==> config.mk <==
export PLATFORM = sky130hd
export DESIGN_NAME = free_list
export DESIGN_NICKNAME = d
export VERILOG_FILES = /design/src/rtl/free_list_pkg.sv /design/src/rtl/free_list_picker.sv /design/src/rtl/free_list.sv
export SDC_FILE = /design/constraint.sdc
export NUM_CORES = 1
export LEC_CHECK = 0
export BUFFER_PORTS_ARGS = -buffer_cell sky130_fd_sc_hd__buf_2
export CAP_MARGIN = 0
export CELL_PAD_IN_SITES_DETAIL_PLACEMENT = 0
export CELL_PAD_IN_SITES_GLOBAL_PLACEMENT = 1
export CORE_MARGIN = 2
export CORE_UTILIZATION = 46
export DETAILED_ROUTE_END_ITERATION = 8
export PLACE_DENSITY = 0.9
export SYNTH_ARGS = -nofsm -noshare
export SYNTH_HDL_FRONTEND = slang
export SYNTH_SLANG_ARGS = --single-unit
==> constraint.sdc <==
create_clock -name clock -period 21.1 [get_ports clock]
set_input_delay 2.11 -clock clock [delete_from_list [all_inputs] [get_ports clock]]
set_output_delay 2.11 -clock clock [all_outputs]
set_load 0.02 [all_outputs]
==> src/rtl/free_list_pkg.sv <==
// Shared sizing defaults for the physical-register free list.
// The system-wide macros normally come from sys_defs.svh; the guarded fallbacks keep this slice self-contained.
`ifndef N
`define N 3
`endif
`ifndef PHYS_REG_SZ_R10K
`define PHYS_REG_SZ_R10K 64
`endif
`ifndef ARCH_REG_SZ
`define ARCH_REG_SZ 32
`endif

package free_list_pkg;
    localparam int DEF_N          = `N;
    localparam int DEF_PHYS_REGS  = `PHYS_REG_SZ_R10K;
    localparam int DEF_ARCH_COUNT = `ARCH_REG_SZ;
endpackage

==> src/rtl/free_list_picker.sv <==
// Selects the 1st..LANES-th lowest set bits of a bitmap as one-hot vectors.
// Each lane strips the previous lane's pick, so the picks are always distinct.
module nth_free_picker #(
    parameter int WIDTH = 64,
    parameter int LANES = 3
) (
    input  logic [WIDTH-1:0]            bitmap,
    output logic [LANES-1:0][WIDTH-1:0] onehot,
    output logic [LANES-1:0]            valid
);
    localparam logic [WIDTH-1:0] ONE = {{(WIDTH-1){1'b0}}, 1'b1};

    logic [LANES-1:0][WIDTH-1:0] remain;

    assign remain[0] = bitmap;

    genvar gi;
    generate
        for (gi = 0; gi < LANES; gi++) begin : g_lane
            // Two's-complement trick isolates the lowest set bit.
            assign onehot[gi] = remain[gi] & (~remain[gi] + ONE);
            assign valid[gi]  = |remain[gi];
            if (gi < LANES - 1) begin : g_chain
                assign remain[gi+1] = remain[gi] & ~onehot[gi];
            end
        end
    endgenerate
endmodule

==> src/rtl/free_list.sv <==
// Physical-register free list: zero-latency multi-lane allocation from a free bitmap,
// retire-side release, and full bitmap restore on mispredict.
module free_list
    import free_list_pkg::*;
#(
    parameter int N          = DEF_N,
    parameter int PHYS_REGS  = DEF_PHYS_REGS,
    parameter int ARCH_COUNT = DEF_ARCH_COUNT,
    localparam int CW        = $clog2(PHYS_REGS + 1),
    localparam int TW        = $clog2(PHYS_REGS),
    localparam int SW        = $clog2(N + 1)
) (
    input  logic                     clock,
    input  logic                     reset,
    input  logic [N-1:0]             alloc_req,
    output logic [N-1:0]             alloc_gnt,
    output logic [N-1:0][TW-1:0]     alloc_tags,
    input  logic [PHYS_REGS-1:0]     free_mask,
    input  logic                     mispredict,
    input  logic [PHYS_REGS-1:0]     restore_mask,
    output logic [CW-1:0]            free_count,
    output logic [SW-1:0]            free_slots
);
    // PR0 is the hard-wired zero register and must never enter the pool.
    localparam logic [PHYS_REGS-1:0] PR0_CLEAR   = {{(PHYS_REGS-1){1'b1}}, 1'b0};
    localparam logic [PHYS_REGS-1:0] RESET_AVAIL =
        {{(PHYS_REGS-ARCH_COUNT){1'b1}}, {ARCH_COUNT{1'b0}}};
    localparam logic [CW-1:0]        RESET_COUNT = CW'(PHYS_REGS - ARCH_COUNT);
    localparam logic [N-1:0]         ONE_N       = {{(N-1){1'b0}}, 1'b1};

    logic [PHYS_REGS-1:0]        avail_reg;
    logic [PHYS_REGS-1:0]        avail_next;
    logic [CW-1:0]               count_reg;
    logic [CW-1:0]               count_next;
    logic [N-1:0][PHYS_REGS-1:0] pick_onehot;
    logic [N-1:0]                pick_valid;
    logic [PHYS_REGS-1:0]        granted_bits;

    nth_free_picker #(
        .WIDTH (PHYS_REGS),
        .LANES (N)
    ) u_picker (
        .bitmap (avail_reg),
        .onehot (pick_onehot),
        .valid  (pick_valid)
    );

    genvar gi;
    generate
        for (gi = 0; gi < N; gi++) begin : g_lane
            logic [TW-1:0] tag_enc;

            always_comb begin
                tag_enc = '0;
                for (int i = 0; i < PHYS_REGS; i++) begin
                    if (pick_onehot[gi][i]) begin
                        tag_enc = tag_enc | TW'(i);
                    end
                end
            end

            assign alloc_gnt[gi]  = alloc_req[gi] & pick_valid[gi] & ~mispredict & ~reset;
            assign alloc_tags[gi] = alloc_gnt[gi] ? tag_enc : '0;
        end
    endgenerate

    always_comb begin
        granted_bits = '0;
        for (int k = 0; k < N; k++) begin
            if (alloc_gnt[k]) begin
                granted_bits = granted_bits | pick_onehot[k];
            end
        end
    end

    // restore_mask already accounts for this cycle's releases, so free_mask is dropped on a flush.
    always_comb begin
        if (mispredict) begin
            avail_next = restore_mask & PR0_CLEAR;
        end else begin
            avail_next = ((avail_reg & ~granted_bits) | free_mask) & PR0_CLEAR;
        end
    end

    always_comb begin
        count_next = '0;
        for (int i = 0; i < PHYS_REGS; i++) begin
            count_next = count_next + CW'(avail_next[i]);
        end
    end

    always_ff @(posedge clock) begin
        if (reset) begin
            avail_reg <= RESET_AVAIL;
            count_reg <= RESET_COUNT;
        end else begin
            avail_reg <= avail_next;
            count_reg <= count_next;
        end
    end

    assign free_count = count_reg;
    assign free_slots = (count_reg > CW'(N)) ? SW'(N) : SW'(count_reg);

`ifndef SYNTHESIS
    always_ff @(posedge clock) begin
        if (!reset) begin
            if (!mispredict) begin
                assert (((free_mask & PR0_CLEAR) & avail_reg) == '0);
            end
            assert ((alloc_req & (alloc_req + ONE_N)) == '0);
            assert ((alloc_gnt & ~alloc_req) == '0);
        end
    end
`endif
endmodule
Word-level counts from Yosys, hierarchy flattened
Index checks and enable logic that the tools add are counted.
{"block": "totals", "output_inout_bits": 30, "regBits": 71}
{"block": "classes", "n_reduce_logical": 3, "bitwise_logic": 26, "mux": 197, "n_addsub": 66, "magnitude_cmp": 1}
{"op": "$mux W6", "n": 99}
{"op": "$add A7 B1 Y7", "n": 57}
{"op": "$and A64 B64 Y64", "n": 6}
{"op": "$not A64 Y64", "n": 6}
{"op": "$mux W64", "n": 4}
{"op": "$mux W5", "n": 48}
{"op": "$add A64 B1 Y64 const B", "n": 3}
{"op": "$or A64 B64 Y64", "n": 3}
{"op": "$reduce_or A64 Y1", "n": 3}
{"op": "$mux W4", "n": 24}
{"op": "$mux W3", "n": 12}
{"op": "$mux W2", "n": 7}
{"op": "$and A1 B1 Y1", "n": 9}
{"op": "$add A6 B1 Y7", "n": 1}
{"op": "$gt A7 B2 Y1 const B", "n": 1}
{"op": "$add A5 B1 Y6", "n": 1}
{"op": "$add A4 B1 Y5", "n": 1}
{"op": "$add A3 B1 Y4", "n": 1}
{"op": "$add A2 B1 Y3", "n": 1}
{"op": "$mux W1", "n": 3}
{"op": "$add A1 B1 Y2", "n": 1}
{"op": "$not A1 Y1", "n": 2}

Longest topological paths before layout
Gate-level depths: netlist of run 1.
{"block": "logic_depth", "ltp_word": 82, "mapped_depth": 47, "mapped_depth_nobuf": 39}

Cells and area by module
From an unflattened synthesis of run 1, not the netlist that was laid out.
{"block": "hier_totals", "hier_cells": 1603, "hier_area_um2": 11690.0}
{"module": "free_list", "area_each_um2": 7250.7, "seq_area_each_um2": 1401.3, "cells_each": 833, "instances": 1}
{"module": "nth_free_picker", "area_each_um2": 4439.3, "seq_area_each_um2": 0.0, "cells_each": 770, "instances": 1}

Least setup slack after synthesis of run 1
OpenSTA, ideal clock, no wires.
{"block": "synth_path", "kind": "register to register", "startpoint": "register avail_reg[3]", "endpoint": "register count_reg[6] (netlist: free_count[6])", "period_less_slack_ps": 11198, "setup_ps": 128, "t_arrival_ps": 11071, "setup_slack_ps": 9902, "path_stages_with_launch": 43, "cell_sequence": "dfxtp_1 buf_6 or4_1 buf_2 or3_1 buf_6 maj3_2 or3_1 buf_2 a22o_1 or4_4 or4_4 or4_1 or2_0 clkbuf_1 nor3_2 a21o_1 o32ai_1 (+7 left out) fa_1 inv_1 fa_1 inv_1 fa_1 inv_1 fa_1 inv_1 fa_1 fa_1 a21oi_1 nor2_1 nor2_1 inv_1 a21oi_1 nor2_1 nor2_1 nor2_1"}
{"element": "start: declaration", "line": "free_list.sv:31", "source": "logic [PHYS_REGS-1:0] avail_reg;"}
{"element": "start signal: assignment", "line": "free_list.sv:97", "source": "avail_reg <= avail_next;"}
{"element": "$not A64 Y64", "line": "free_list_picker.sv:21", "source": "assign onehot[gi] = remain[gi] & (~remain[gi] + ONE);"}
{"element": "$add A64 B1 Y64", "line": "free_list_picker.sv:21"}
{"element": "$and A64 B64 Y64", "line": "free_list_picker.sv:21"}
{"element": "$not A64 Y64", "line": "free_list_picker.sv:24", "source": "assign remain[gi+1] = remain[gi] & ~onehot[gi];"}
{"element": "$and A64 B64 Y64", "line": "free_list_picker.sv:24"}
{"element": "$not A64 Y64", "line": "free_list_picker.sv:21"}
{"element": "$add A64 B1 Y64", "line": "free_list_picker.sv:21"}
{"element": "$and A64 B64 Y64", "line": "free_list_picker.sv:21"}
{"element": "(+6 left out)"}
{"element": "$mux W64 (*)", "line": "free_list.sv:70", "source": "if (alloc_gnt[k]) begin"}
{"element": "$not A64 Y64 (*)", "line": "free_list.sv:81", "source": "avail_next = ((avail_reg & ~granted_bits) | free_mask) & PR0_CLEAR;"}
{"element": "$and A64 B64 Y64 (*)", "line": "free_list.sv:81"}
{"element": "$or A64 B64 Y64 (*)", "line": "free_list.sv:81"}
{"element": "$mux W64 (*)", "line": "free_list.sv:78", "source": "if (mispredict) begin"}
{"element": "named net avail_next[6]", "line": "free_list.sv:32", "source": "logic [PHYS_REGS-1:0] avail_next;"}
{"element": "$add A6 B1 Y7 (*)", "line": "free_list.sv:88", "source": "count_next = count_next + CW'(avail_next[i]);"}
{"element": "$add A7 B1 Y7 (*) (57 in a row)", "line": "free_list.sv:88"}
{"element": "end signal: assignment", "line": "free_list.sv:98", "source": "count_reg <= count_next;"}
{"element": "end: declaration", "line": "free_list.sv:33", "source": "logic [CW-1:0] count_reg;"}
Mark *: on every way through the listed nets, which the timed path passes. The rest lies on a longest branch.
A chain may end at the register's enable or synchronous reset.

Worst setup path after layout of run 1
{"block": "layout_path", "startpoint": "register avail_reg[4]", "endpoint": "register count_reg[6] (netlist: free_count[6])"}
The elaborated chain is that of the path after synthesis.

==> results.cfg, run 1 <==
[run_status]
status = complete, no violations

[critical_path]
slowest_delay_ps = 1140
start_kind = register
crit_path_end_kind = register
arrival_ps = 14990
cp_slowest_cell = nor3_1
worstSetupPathType = reg2reg
path_common_cell = fa_1
reg2reg_slack_ps = 6310
critical_path_required_ps = 21300
cp_max_fo = 21

[clock_tree]
cts-root-buf = clkbuf_16
cts.repair.resized = 0
clock_path_buffers = 2
postCtsSetupRepairBufs = 0
htree_levels = 3
clock-sinks = 70
clock_latency_ps = 340
cts_tree = yes
cts_buffers = 9
clkSlewWorstSetupHoldPaths_ps = 60
postCtsHoldBufs = 0

[place]
pre_cts_slack_ps = 7070
dpl.hpwl_mm = 45.1
routabilityCongestion = 1.07
port_buffers = 161
dp.cells = 1971

[synthesis]
netlist_instances = 1582
syn_area_um2 = 10800
syn_nets = 1784
syn_avg_cell_area_um2 = 6.82
synth_seq_cells = 70
synth_warnings = 0
synth_edf_count = 0
seq_area_frac_synth_pct = 13.0
ys_async_sr_fraction_pct = 0
synth_cell_types = 86
synthFlopType = dfxtp_1

[sta]
period_minus_slack_ps = 14790
fin_skew_ps = 13.7
period_share_pct = 70.1
hold_viol = 0
final_max_slew_viol_count = 0
setup_tns_ps = 0
setup_viol = 0
setup_slack_ps = 6310
grt_setup_unrepaired = no
fmax_mhz = 67.6
relSlewSlack_pct = 9.85
worstMarginPinSlew_ps = 1340

[drt]
routedWlPerCell_um = 28.3
first_pass_iters = 8
wl_mm = 56.3
top_layer_used = met5
routed_via_density = 7.08
drtIter0Drc = 2455
dr_wl_met3_mm = 9.30
wl_met1_mm = 22.1
drc = 0
drt.antenna.violating_nets = 0
wl_met2_mm = 21.9
via_count = 14100

[finish]
area_growth_pct = 11.7
final_common_cell = nor2_1
nNetsFinal = 1865
final_cell_mix = nor2_1 (194), buf_2 (160), nand2_1 (131)
instances_no_fill = 1987
drive_gt1_share_pct = 14.9
utilization_pct = 51.8
antenna_cells = 0
largest_reg_flops = 63
n_fill_cell = 2436

[power]
p_comb_share_pct = 80.1
power.leakage_uw = 0.00453
switching_share_pct = 50.0
power.switching_uw = 894
ir_drop_uv = 927
powerDensity_nw_per_um2 = 148
clockPowerShare_pct = 9.4
p_int_uw = 893
pwr-share-seq_pct = 10.5

[hold_path]
hp-class = reg2reg

[grt]
grt.total_usage_pct = 45.1
overflow = 0
grt_pass1_vias = 12500
grt_pass1_wl_mm = 81.4
grt_max_degree = 59
antenna_found_initial = 2

[floorplanning]
die_w_um = 157
start_util_pct = 46.4
die_area_um2 = 24700
core_um2 = 23300
rows = 56
io_pins = 164
die_y_um = 157

[flow_run]
maxCapViolCount = 0
-- area by class of cell --
class	count	area, um2	share of cell area (%)
clock buffers	10	239	1.98
clock inverters	6	93.8	0.779
repair buffers	181	958	7.96
multi-input cells	1312	8620	71.6
well taps	319	399	3.31
flip-flops and latches	70	1400	11.6
inverters	89	334	2.77
-- routing by layer --
metal  GRT usage (%)  vias to the layer above
met5               0                        -
met3            16.1                      174
met4            18.9                        4
met2            61.9                     1148
met1            63.3                     6615
li1                -                     6124
-- final timing paths --
path / startpoint / end / cells past startpoint
worst min-delay path: avail_reg[41] / avail_reg[41] / 2
worst min register to register: avail_reg[41] / avail_reg[41] / 2
worst max-delay path: avail_reg[4] / free_count[6] / 37
worst max register to register: avail_reg[4] / free_count[6] / 37
-- through the flow --
step | power, uW | area (um2) | hold WS, ps
2_1_floorplan | 1290 | 10800 | 606
6_report | 1790 | 12000 | 808
3_3_place_gp | 1580 | 11700 | 758
5_1_grt | 2040 | 12000 | 851
3_5_place_dp | 1590 | 11700 | 775
4_1_cts | 1780 | 12000 | 784
-- power by group through the flow --
| stage | Combinational [uW] | Clock, uW | Sequential (uW) |
|---|---|---|---|
| floorplan | 1110 | 0 | 177 |
| detailed placement | 1400 | 0 | 188 |
| finish | 1430 | 168 | 188 |
| global placement | 1390 | 0 | 188 |
| CTS | 1430 | 168 | 185 |
| global route | 1680 | 173 | 188 |
-- synth_stat cells, types with 13 or more instances --
master    instances  area share, %
a31oi_1          49            2.8
nand2_1         131            4.6
or4_1            30            2.1
o21ai_0          95            4.4
and2_1           25            1.5
nand3_1          51            2.4
or3_1            36            2.1
nor4_1           28            1.6
nor2_1          194            6.8
a21o_1           16            1.1
o21a_1           13           0.90
or2_2            31            1.8
o211ai_1         19            1.3
a21oi_1          81            3.8
o31ai_1          27            1.9
o22ai_1          18            1.0
inv_1            87            3.0
nand2b_1         22            1.3
a211oi_1         21            1.5
fa_1             53            9.8
dfxtp_1          70             13
a221oi_1         13            1.1
clkbuf_1         96            3.3
nand4_1          32            1.9
nor3_1           72            3.3
ha_1             15            1.7
-- critical path, delay by kind of cell, from the launching register on --
| kind | cells | cell delay, ps |
|---|---|---|
| flops | 1 | 580 |
| simple gates | 13 | 5550 |
| compound gates | 7 | 3130 |
| buf+inv | 7 | 420 |
| fa+ha+maj | 10 | 4920 |
-- cells by family (layout without fill, tap and decap cells) --
logic type,count (synthesis),count (layout),share of synthesized area [%]
XOR/XNOR,17,17,1.38
adder cells (fa/ha/maj),76,76,12.3
buffers and inverters,200,286,7.15
multiplexers,8,8,0.777
AND/OR/NAND/NOR,706,706,33.1
flip-flops,70,70,13.0
AO/OA/AOI/OAI,505,505,32.2
Power figures use the tool's default switching activity.
==> inputs of run 2 (changes only) <==
Settings changed: ABC_AREA from default to 1, CORE_UTILIZATION 46 to 40, PLACE_DENSITY 0.9 to 0.84.
Clock period 21.1 ns to 15.3 ns, I/O delays scaled along.
==> run 2 against run 1 <==
Against the previous run:
- clock-buffer cell count is the same
- wire length rose by 9.9%
- first-iteration DRC count is 20% lower
- clock power grew 21%
- via count up 16%
- critical endpoint unchanged
==> results.cfg, run 2 <==
[finish]
nNetsFinal = 2738
area_growth_pct = 11.6
drive_gt1_share_pct = 12.9
multiInputGateArea_um2 = 9620
ff_latch_area_um2 = 1400
n_fill_cell = 3550
final_cell_mix = nand2_1 (717), nor2_1 (559), inv_1 (355)
instances_no_fill = 2937
largest_reg_flops = 63
antenna_cells = 0
utilization_pct = 45.7
final_common_cell = nand2_1

[sta]
setup_tns_ps = 0
relSlewSlack_pct = 28.5
fin_skew_ps = 5.75
final_max_slew_viol_count = 0
fmax_mhz = 90.5
period_minus_slack_ps = 11050
hold_viol = 0
worstMarginPinSlew_ps = 1050
grt_setup_unrepaired = no
setup_slack_ps = 4250
period_share_pct = 72.2
setup_viol = 0

[floorplanning]
io_pins = 164
core_um2 = 30700
start_util_pct = 40.9
die_w_um = 181
rows = 64
die_area_um2 = 32900
die_y_um = 181

[clock_tree]
cts-root-buf = clkbuf_16
htree_levels = 3
clock-sinks = 70
clock_latency_ps = 330
postCtsSetupRepairBufs = 0
clock_path_buffers = 2
postCtsHoldBufs = 0
cts_tree = yes
cts_buffers = 9
clkSlewWorstSetupHoldPaths_ps = 60
cts.repair.resized = 0

[grt]
grt_max_degree = 58
grt_pass1_wl_mm = 89.9
overflow = 0
grt.total_usage_pct = 36.9
grt_pass1_vias = 14700
antenna_found_initial = 0

[flow_run]
maxCapViolCount = 0

[critical_path]
reg2reg_slack_ps = 4250
critical_path_required_ps = 15490
start_kind = register
r2r_cells = 45
path_common_cell = fa_1
rr_startpoint = avail_reg[1]
cp_slowest_cell = fa_1
arrival_ps = 11240
timing.rr.end = free_count[6]
cp_max_fo = 57
slowest_delay_ps = 570
worstSetupPathType = reg2reg
crit_path_end_kind = register

[hold_path]
hp-class = reg2reg
whs_endpoint = avail_reg[56]
hp-start = avail_reg[56]
min_path_cells = 4

[synthesis]
synth_cell_types = 49
synth_seq_cells = 70
synthFlopType = dfxtp_1
syn_area_um2 = 12600
synth_common_cells = nand2_1 (717), nor2_1 (559), inv_1 (355)
synth_area_leaders = nand2_1 (21%), nor2_1 (17%), dfxtp_1 (11%)
synth.most_common_cell = nand2_1
synth_top_area_cell = nand2_1
syn_nets = 2598
synth_edf_count = 0
syn_avg_cell_area_um2 = 5.25
netlist_instances = 2396
ys_async_sr_fraction_pct = 0
seq_area_frac_synth_pct = 11.1
synth.top_cell.area_share_pct = 21.4
synth_warnings = 0

[place]
pre_cts_slack_ps = 4550
port_buffers = 161
dpl.hpwl_mm = 54.4
dp.cells = 2921
routabilityCongestion = 1.07

[drt]
wl_mm = 61.9
first_pass_iters = 6
routedWlPerCell_um = 21.1
routed_via_density = 5.55
drc = 0
drtIter0Drc = 1958
drt.antenna.violating_nets = 0
via_count = 16300

[power]
power.leakage_uw = 0.00737
power_uw = 2270
ir_drop_uv = 1020
powerDensity_nw_per_um2 = 162

[run_status]
status = complete, no violations
-- run 2: cells by family (layout without fill, tap and decap cells) --
group	Yosys count	count (layout)	share of synthesized area, %
AOI/OAI and AO/OA	199	199	9.94
and+or+nand+nor	1650	1650	56.5
DFF	70	70	11.1
xor gates and xnor gates	1	1	0.0696
buffers and inverters	408	553	12.4
adders and majority gates	68	68	9.93
-- run 2: power breakdown --
part           leakage (uW)  total, uW  internal, uW  switching [uW]
sequential         0.000582        242           217            24.1
combinational       0.00666       1830           726            1100
clock              0.000134        203           125            77.1
total               0.00737       2270          1070            1200
-- run 2: final cells by class --
cell class / count / share of cell area, %
clock buffers: 10 / 1.63
clock inverters: 6 / 0.445
flip-flops and latches: 70 / 9.98
multi-input cells: 1918 / 68.5
inverters: 370 / 9.89
repair buffers: 167 / 6.06
well taps: 396 / 3.53
-- run 2: worst max path at each step --
stage / from / slack, ps / to
floorplan: reset / 6570 / free_count[6]
global placement: avail_reg[1] / 4670 / free_count[6]
detailed placement: avail_reg[1] / 4550 / free_count[6]
CTS: avail_reg[1] / 4540 / free_count[6]
global route: avail_reg[1] / 3890 / free_count[6]
finish: avail_reg[1] / 4250 / free_count[6]
-- run 2: through the flow --
stage | cell area (um2) | hold slack (ps)
after global placement | 13800 | 793
after CTS | 14000 | 800
after global routing | 14000 | 834
final | 14000 | 822
after detailed placement | 13800 | 788
after floorplan | 12600 | 608
-- run 2: layer usage --
layer	wire (um)	vias to the layer above	track usage [%]	share of wire, %
met3	6790	85	5.87	11
met1	27500	7447	53.5	44
met2	25800	1009	55.7	42
met5	0	-	0	0
met4	1880	0	11.3	3.0
li1	-	7747	-	-
-- run 2: worst max-delay path: cells and delay by family, from the launching register on --
kind | cells | cell delay (ps)
and+or+nand+nor | 23 | 4250
adders and majority gates | 10 | 4910
AOI/OAI and AO/OA | 4 | 820
DFF | 1 | 380
buffers and inverters | 8 | 470
